**config.mk**
```make
export PLATFORM = sky130hd
export DESIGN_NAME = xprog_loader_flat
export DESIGN_NICKNAME = d
export VERILOG_FILES = /design/src/rtl/xprog_loader_if.sv /design/src/rtl/xprog_loader.sv /design/src/flat_wrapper.sv
export SDC_FILE = /design/constraint.sdc
export NUM_CORES = 1
export LEC_CHECK = 0
export ABC_AREA = 1
export BUFFER_PORTS_ARGS = -buffer_cell sky130_fd_sc_hd__buf_4
export CAP_MARGIN = 20
export CORE_ASPECT_RATIO = 1.5
export CORE_UTILIZATION = 56
export DETAILED_ROUTE_END_ITERATION = 10
export GPL_TIMING_DRIVEN = 0
export PLACE_DENSITY = 0.82
export SLEW_MARGIN = 5
export SYNTH_ARGS = -nofsm -noshare
export SYNTH_HDL_FRONTEND = slang
export SYNTH_SLANG_ARGS = --single-unit
```
**constraint.sdc**
```tcl
create_clock -name clk -period 2 [get_ports clk]
set_input_delay 0.4 -clock clk [delete_from_list [all_inputs] [get_ports clk]]
set_output_delay 0.4 -clock clk [all_outputs]
set_load 0.03 [all_outputs]
```
**src/rtl/xprog_loader_if.sv**
```systemverilog
// Byte-stream and program-RAM data-port signals shared between the loader and its environment.
// master = loader side, slave = stream source / RAM side.
interface xprog_loader_if #(
  parameter int INSTR_W = 32,
  parameter int ADDR_W  = 9
);
  logic               byte_valid;
  logic [7:0]         byte_in;
  logic               byte_ready;
  logic               ram_sel;
  logic               ram_we;
  logic [ADDR_W-1:0]  ram_addr;
  logic [INSTR_W-1:0] ram_data;

  modport master (
    input  byte_valid, byte_in,
    output byte_ready, ram_sel, ram_we, ram_addr, ram_data
  );

  modport slave (
    output byte_valid, byte_in,
    input  byte_ready, ram_sel, ram_we, ram_addr, ram_data
  );
endinterface

```
**src/rtl/xprog_loader.sv**
```systemverilog
// Fills program RAM from a length-prefixed serial byte stream, one RAM write per assembled word.
// Reports done/error to the host and drives the RAM port only while a load is active.
module xprog_loader #(
  parameter int INSTR_W = 32,
  parameter int ADDR_W  = 9
) (
  input  logic              clk,
  input  logic              rst,
  input  logic              start,
  input  logic              abort,
  xprog_loader_if.master    bus,
  output logic              busy,
  output logic              done,
  output logic              error,
  output logic [ADDR_W:0]   word_count
);
  localparam int BPW   = INSTR_W / 8;
  localparam int IDX_W = (BPW > 1) ? $clog2(BPW) : 1;
  localparam logic [16:0] MAX_LEN = 17'(1) << ADDR_W;

  localparam logic [2:0] IDLE   = 3'd0;
  localparam logic [2:0] LEN_HI = 3'd1;
  localparam logic [2:0] LEN_LO = 3'd2;
  localparam logic [2:0] DATA   = 3'd3;
  localparam logic [2:0] WRITE  = 3'd4;
  localparam logic [2:0] DONE   = 3'd5;
  localparam logic [2:0] ERR    = 3'd6;

  logic [2:0]         state;
  logic [15:0]        len;
  logic [INSTR_W-1:0] word;
  logic [INSTR_W-1:0] word_next;
  logic [IDX_W-1:0]   byte_idx;
  logic [ADDR_W-1:0]  addr_q;
  logic [INSTR_W-1:0] data_q;
  logic [16:0]        len_lo_ext;
  logic [16:0]        wc_inc_ext;
  logic               xfer;

  assign bus.byte_ready = (state == LEN_HI) || (state == LEN_LO) || (state == DATA);
  assign busy  = bus.byte_ready || (state == WRITE);
  assign done  = (state == DONE);
  assign error = (state == ERR);

  // Write strobes are gated combinationally so an abort/reset in the WRITE cycle never reaches the RAM.
  assign bus.ram_sel  = (state == WRITE) && !abort && !rst;
  assign bus.ram_we   = bus.ram_sel;
  assign bus.ram_addr = addr_q;
  assign bus.ram_data = data_q;

  assign xfer       = bus.byte_valid && bus.byte_ready;
  assign word_next  = (word << 8) | INSTR_W'(bus.byte_in);
  assign len_lo_ext = {1'b0, len[15:8], bus.byte_in};
  assign wc_inc_ext = 17'(word_count) + 17'd1;

  always_ff @(posedge clk) begin
    if (rst) begin
      state      <= IDLE;
      len        <= '0;
      word       <= '0;
      byte_idx   <= '0;
      word_count <= '0;
      addr_q     <= '0;
      data_q     <= '0;
    end else if (abort) begin
      state    <= IDLE;
      byte_idx <= '0;
    end else begin
      case (state)
        IDLE, DONE, ERR: begin
          if (start) begin
            state      <= LEN_HI;
            word_count <= '0;
            byte_idx   <= '0;
          end
        end
        LEN_HI: begin
          if (xfer) begin
            len[15:8] <= bus.byte_in;
            state     <= LEN_LO;
          end
        end
        LEN_LO: begin
          if (xfer) begin
            len[7:0] <= bus.byte_in;
            if (len_lo_ext == '0)
              state <= DONE;
            else if (len_lo_ext > MAX_LEN)
              state <= ERR;
            else
              state <= DATA;
          end
        end
        DATA: begin
          if (xfer) begin
            word <= word_next;
            if (byte_idx == IDX_W'(BPW - 1)) begin
              byte_idx <= '0;
              addr_q   <= word_count[ADDR_W-1:0];
              data_q   <= word_next;
              state    <= WRITE;
            end else begin
              byte_idx <= byte_idx + IDX_W'(1);
            end
          end
        end
        WRITE: begin
          word_count <= word_count + (ADDR_W+1)'(1);
          if (wc_inc_ext == {1'b0, len})
            state <= DONE;
          else
            state <= DATA;
        end
        default: state <= IDLE;
      endcase
    end
  end
endmodule
```
**src/flat_wrapper.sv**
```systemverilog
// flat-port wrapper written by rule: the top's interface ports become plain ports
module xprog_loader_flat 
#(
  parameter int INSTR_W = 32,
  parameter int ADDR_W  = 9
)
  (clk, rst, start, abort, busy, done, error, word_count, bus_byte_valid, bus_byte_in, bus_byte_ready, bus_ram_sel, bus_ram_we, bus_ram_addr, bus_ram_data);
  xprog_loader_if #(.INSTR_W(INSTR_W), .ADDR_W(ADDR_W)) bus_i ();
  input  logic clk;
  input  logic rst;
  input  logic start;
  input  logic abort;
  output logic busy;
  output logic done;
  output logic error;
  output logic [ADDR_W:0] word_count;
  input wire logic [$bits(bus_i.byte_valid)-1:0] bus_byte_valid;
  input wire logic [$bits(bus_i.byte_in)-1:0] bus_byte_in;
  output wire logic [$bits(bus_i.byte_ready)-1:0] bus_byte_ready;
  output wire logic [$bits(bus_i.ram_sel)-1:0] bus_ram_sel;
  output wire logic [$bits(bus_i.ram_we)-1:0] bus_ram_we;
  output wire logic [$bits(bus_i.ram_addr)-1:0] bus_ram_addr;
  output wire logic [$bits(bus_i.ram_data)-1:0] bus_ram_data;
  assign bus_i.byte_valid = bus_byte_valid;
  assign bus_i.byte_in = bus_byte_in;
  assign bus_byte_ready = bus_i.byte_ready;
  assign bus_ram_sel = bus_i.ram_sel;
  assign bus_ram_we = bus_i.ram_we;
  assign bus_ram_addr = bus_i.ram_addr;
  assign bus_ram_data = bus_i.ram_data;
  xprog_loader #(.INSTR_W(INSTR_W), .ADDR_W(ADDR_W)) u_core (.clk(clk), .rst(rst), .start(start), .abort(abort), .bus(bus_i), .busy(busy), .done(done), .error(error), .word_count(word_count));
endmodule
```
=== Word-level counts from Yosys, hierarchy flattened ===
Cells that the tools add are included.

* Bits in registers: 96
* Input port bits: 13
* Output and inout port bits: 57
* Word-level logic and storage cells: 63

* Add/sub/neg operators: 3
* Order comparisons: 1
* Equality and inequality tests: 13
* Multiplexer cells: 15
* Bitwise gates (word level): 2
* Reductions and logical operators: 21

{| class="wikitable"
|+ Operators by type and width
! kind !! count
|-
| $or A32 B8 Y32 || 1
|-
| $mux W3 || 8
|-
| $pmux W10 S2 || 1
|-
| $eq A17 B16 Y1 || 1
|-
| $logic_not A17 Y1 || 1
|-
| $gt A16 B10 Y1 const B || 1
|-
| $pmux W3 S5 || 1
|-
| $reduce_and A3 Y1 || 5
|-
| $add A10 B1 Y11 const B || 1
|-
| $add A10 B1 Y10 const B || 1
|-
| $mux W10 || 1
|-
| $eq A3 B3 Y1 const B || 3
|-
| $eq A3 B2 Y1 const B || 2
|-
| $mux W2 || 3
|-
| $ne A2 B1 Y1 const B || 3
|-
| $reduce_and A5 Y1 || 1
|-
| $ne A2 B2 Y1 const B || 2
|-
| $pmux W2 S2 || 1
|-
| $reduce_and A4 Y1 || 1
|-
| $reduce_bool A2 Y1 || 2
|-
| $eq A3 B1 Y1 const B || 1
|-
| $logic_and A1 B1 Y1 || 3
|-
| $logic_not A3 Y1 || 1
|-
| $logic_or A1 B1 Y1 || 3
|-
| 6 further kinds || 7
|}

=== Depth between registers and ports, before layout ===
* Depth in word-level cells: 6
* Mapped depth: 15
* Mapped depth without buffers: 15

=== Worst setup path after synthesis ===
Ideal clock, no wire load.

* Path type: in2out
* From: input rst
* To: output bus_ram_we
* Arrival time: 1.762 ns
* Data required time: 1.600 ns
* Path slack: -0.162 ns
* Stages: 6
* Path buffers: 3
* Cells stage by stage: clkbuf_1 -> inv_1 -> clkbuf_1 -> nand2_1 -> nor2_1 -> buf_4

* Cells in the longest elaborated chain, start to end: 2

{| class="wikitable"
|+ RTL lines
! what !! line !! source
|-
| from (decl) || flat_wrapper.sv:10 || <nowiki>input logic rst;</nowiki>
|-
| $logic_not A1 Y1 || xprog_loader.sv:46 || <nowiki>assign bus.ram_sel = (state == WRITE) && !abort && !rst;</nowiki>
|-
| $logic_and A1 B1 Y1 || xprog_loader.sv:46 ||
|-
| to (decl) || flat_wrapper.sv:21 || <nowiki>output wire logic [$bits(bus_i.ram_we)-1:0] bus_ram_we;</nowiki>
|}

Every way passes these cells.

=== Worst setup path in the final report ===
* From: register u_core.state[2]
* To: output bus_ram_we

* Cells in the longest elaborated chain, start to end: 3

{| class="wikitable"
|+ RTL lines
! what !! line !! source
|-
| from (decl) || xprog_loader.sv:29 || <nowiki>logic [2:0] state;</nowiki>
|-
| from (signal assigned) || xprog_loader.sv:58 || <nowiki>state <= IDLE;</nowiki>
|-
| from (signal assigned) || xprog_loader.sv:66 || <nowiki>state <= IDLE;</nowiki>
|-
| from (signal assigned) || xprog_loader.sv:72 || <nowiki>state <= LEN_HI;</nowiki>
|-
| $eq A3 B3 Y1 || xprog_loader.sv:46 ||
|-
| $logic_and A1 B1 Y1 (2 in series) || xprog_loader.sv:46 ||
|}

Every way passes these cells.

==> results.toml <==
[placement]
dp.cells = 735
dpl_cell_area_um2 = 4800
port_buffers = 68
routabilityCongestion = 0.942
hpwl_mm = 8.24

[clock_network]
cts_max_path_buffers = 2
cts_sinks = 96
hold_buffers = 0
path_clk_slew_ns = 0.09
cts-root-buf = "clkbuf_8"
clk_latency_ns = 0.37
cts_htree_levels = 3
cts_buffers = 9
cts_tree = "yes"

[route]
drtIter0Drc = 349
antenna_left = 0
dr.pass1.iters = 5
drc_errors = 0
via_per_inst = 5.45
wl_per_cell_um = 15.3
wl_mm = 11.6
vias = 4142

[finish]
layout_common_cells = "nand2_1, dfxtp_1, nor2_1, buf_4, o21ai_0"
fin_nets = 670
layout-drive-gt1-share_pct = 24.4
n_antenna_cell = 0
area_growth_pct = 24.4
layout_commonest_cell = "nand2_1"
layout.cells.non_filler = 760
post-route-util_pct = 71.5
fin_area_um2 = 5170

[timing]
min_period_over_period_pct = 97.5
maxSlewHeadroom_pct = 57.9
finalClockSkew_ns = 0.00873
tns_ns = 0
max_freq_ghz = 0.513
setup_viol_count_final = 0
hold_viol = 0
min_period_ns = 1.95
slew_violations = 0
tightest_slew_ns = 0.632

[global_routing]
antenna_found_initial = 0
overflow = 0
grt_first_pass_wirelength_mm = 18.2
grt.total_usage_pct = 30.6
grt_max_degree = 16
grt_pass1_vias = 3891

[logic_synthesis]
synth-simple-area-share_pct = 26.6
synth_xor_area_share_pct = 0
yosys-mux-area-fraction_pct = 0
synthCells = 567
synth_area_per_cell_um2 = 7.33
synth-seq-cells = 96
syn_nets = 582
ys_seq_area_share_pct = 46.2
ys_types = 31
synth-compound-area-share_pct = 18.2
synth_top_family_by_area = "simple AND/OR/NAND/NOR gates"
synth_fa_ha_area_share_pct = 0.602
ys_warn_count = 0
synth.cell_area_um2 = 4160

[worst_setup_path]
ff2ff_path_depth = 13
start_kind = "flop"
cp_max_fo = 8
r2r_slack_ns = 0.11
r2r-end = "u_core.state[2]$_SDFFE_PP0P_"
crit_arrival_ns = 1.55
end_kind = "output pin"
timing.rr.start = "u_core.word_count[2]$_SDFFE_PP0P_"
cp.required_ns = 1.60
setup.worst_path.class = "reg -> out"
crit_start = "u_core.state[2]$_SDFFE_PP0P_"
crit_path_end = "bus_ram_we"

[pwr]
finalPower_mw = 3.48
ir_worst_vdd_mv = 0.792
leakage_nw = 2.27
p_per_area_nw_per_um2 = 673

[floorplanning]
die_w_um = 72.3
dieArea_um2 = 7780
coreArea_um2 = 7230
die_y_um = 108
rows = 38
io_pins = 70
start_util_pct = 57.5

[outcome]
status = "complete, no violations"

[flow_run]
maxCapViolations = 0

[min_path]
min_path_type = "in -> reg"
-- critical path, cell delays in order (launching register included) --
cell,delay (ns)
dfxtp_1,0.34
buf_6,0.13
inv_2,0.06
nor3_4,0.22
inv_2,0.09
nor2_4,0.09
buf_4,0.10
buf_4,0.14
-- registers in the layout (all words and copies together), names as in the netlist --
| name | cells |
|---|---|
| u_core.byte_idx | 2 |
| u_core.len | 16 |
| u_core.word | 24 |
| u_core.state | 3 |
| u_core.word_count | 10 |
| u_core.bus.ram_data | 32 |
| u_core.bus.ram_addr | 9 |
-- synth_stat cells --
| library cell | n | area share [%] |
|---|---|---|
| a21oi_1 | 52 | 6.3 |
| nor2_1 | 90 | 8.1 |
| clkbuf_1 | 16 | 1.4 |
| inv_1 | 49 | 4.4 |
| nand3b_1 | 1 | 0.18 |
| inv_4 | 1 | 0.15 |
| buf_6 | 2 | 0.54 |
| a32oi_1 | 2 | 0.42 |
| a21oi_2 | 13 | 2.7 |
| buf_8 | 1 | 0.36 |
| nand2_1 | 103 | 9.3 |
| o21bai_1 | 1 | 0.18 |
| o21ai_0 | 57 | 6.9 |
| buf_2 | 4 | 0.48 |
| nor3_4 | 1 | 0.39 |
| nor2_4 | 2 | 0.54 |
| dfxtp_1 | 96 | 46 |
| inv_2 | 3 | 0.27 |
| ha_1 | 2 | 0.60 |
| nor3_1 | 3 | 0.36 |
| nor2_8 | 1 | 0.48 |
| nand4_1 | 7 | 1.1 |
| nor2_2 | 2 | 0.30 |
| nand3_1 | 30 | 3.6 |
| clkinv_1 | 1 | 0.090 |
| a211oi_1 | 8 | 1.4 |
| buf_4 | 3 | 0.54 |
| nor3_2 | 2 | 0.48 |
| nand2_2 | 12 | 1.8 |
| a22oi_1 | 1 | 0.18 |
| o21ai_1 | 1 | 0.12 |
-- per-layer routing --
metal	track usage [%]	wire length (um)	share of wire (%)
met1	33.8	4530	39
met2	54.0	5930	51
met3	4.96	609	5.2
met4	18.3	540	4.7
met5	0	0	0
-- cells by family (layout without fill, tap and decap cells) --
| kind of cell | count (synthesis) | after routing |
|---|---|---|
| AOI/OAI and AO/OA | 135 | 135 |
| adders and majority gates | 2 | 2 |
| buffers and inverters | 80 | 173 |
| DFF | 96 | 96 |
| and+or+nand+nor | 254 | 254 |
-- worst min-delay path by stage --
stage	start	endpoint	cells after the start
6_report	bus_byte_in[6]	u_core.len[6]$_SDFFE_PP0P_	3
2_1_floorplan	u_core.len[2]$_SDFFE_PP0P_	u_core.len[2]$_SDFFE_PP0P_	2
3_3_place_gp	u_core.len[2]$_SDFFE_PP0P_	u_core.len[2]$_SDFFE_PP0P_	2
4_1_cts	start	u_core.state[2]$_SDFFE_PP0P_	4
3_5_place_dp	u_core.bus.ram_data[9]$_SDFFE_PP0P_	u_core.bus.ram_data[9]$_SDFFE_PP0P_	2
5_1_grt	start	u_core.state[2]$_SDFFE_PP0P_	4
-- metrics by stage --
step	hold WS (ns)	worst slack, ns
after floorplan	0.432	0.0588
after global placement	0.452	-0.230
after detailed placement	0.455	-0.248
after CTS	0.315	0.000671
after global routing	0.329	-0.0260
final	0.317	0.0495
-- timing repair --
action                                  4_1_cts  5_1_grt
gates resized for setup                       7       23
endpoints found under the setup margin        5       42
pin swaps                                     0        4
endpoints found under the hold margin         0        0
setup buffers                                 0       10
-- where the power goes --
part / internal [mW] / switching [mW]
clock network: 0.701 / 0.679
registers: 1.91 / 0.00671
logic: 0.0543 / 0.127
-- cell type report --
type,instances,area (um^2)
Fill cell,605,2060
Multi-Input combinational cell,391,1940
Sequential cell,96,1930
Timing Repair Buffer,78,598
Inverter,54,209
Buffer,25,149
Clock buffer,10,128
Tap cell,100,125
Clock inverter,6,83.8
Power figures use the tool's default switching activity.
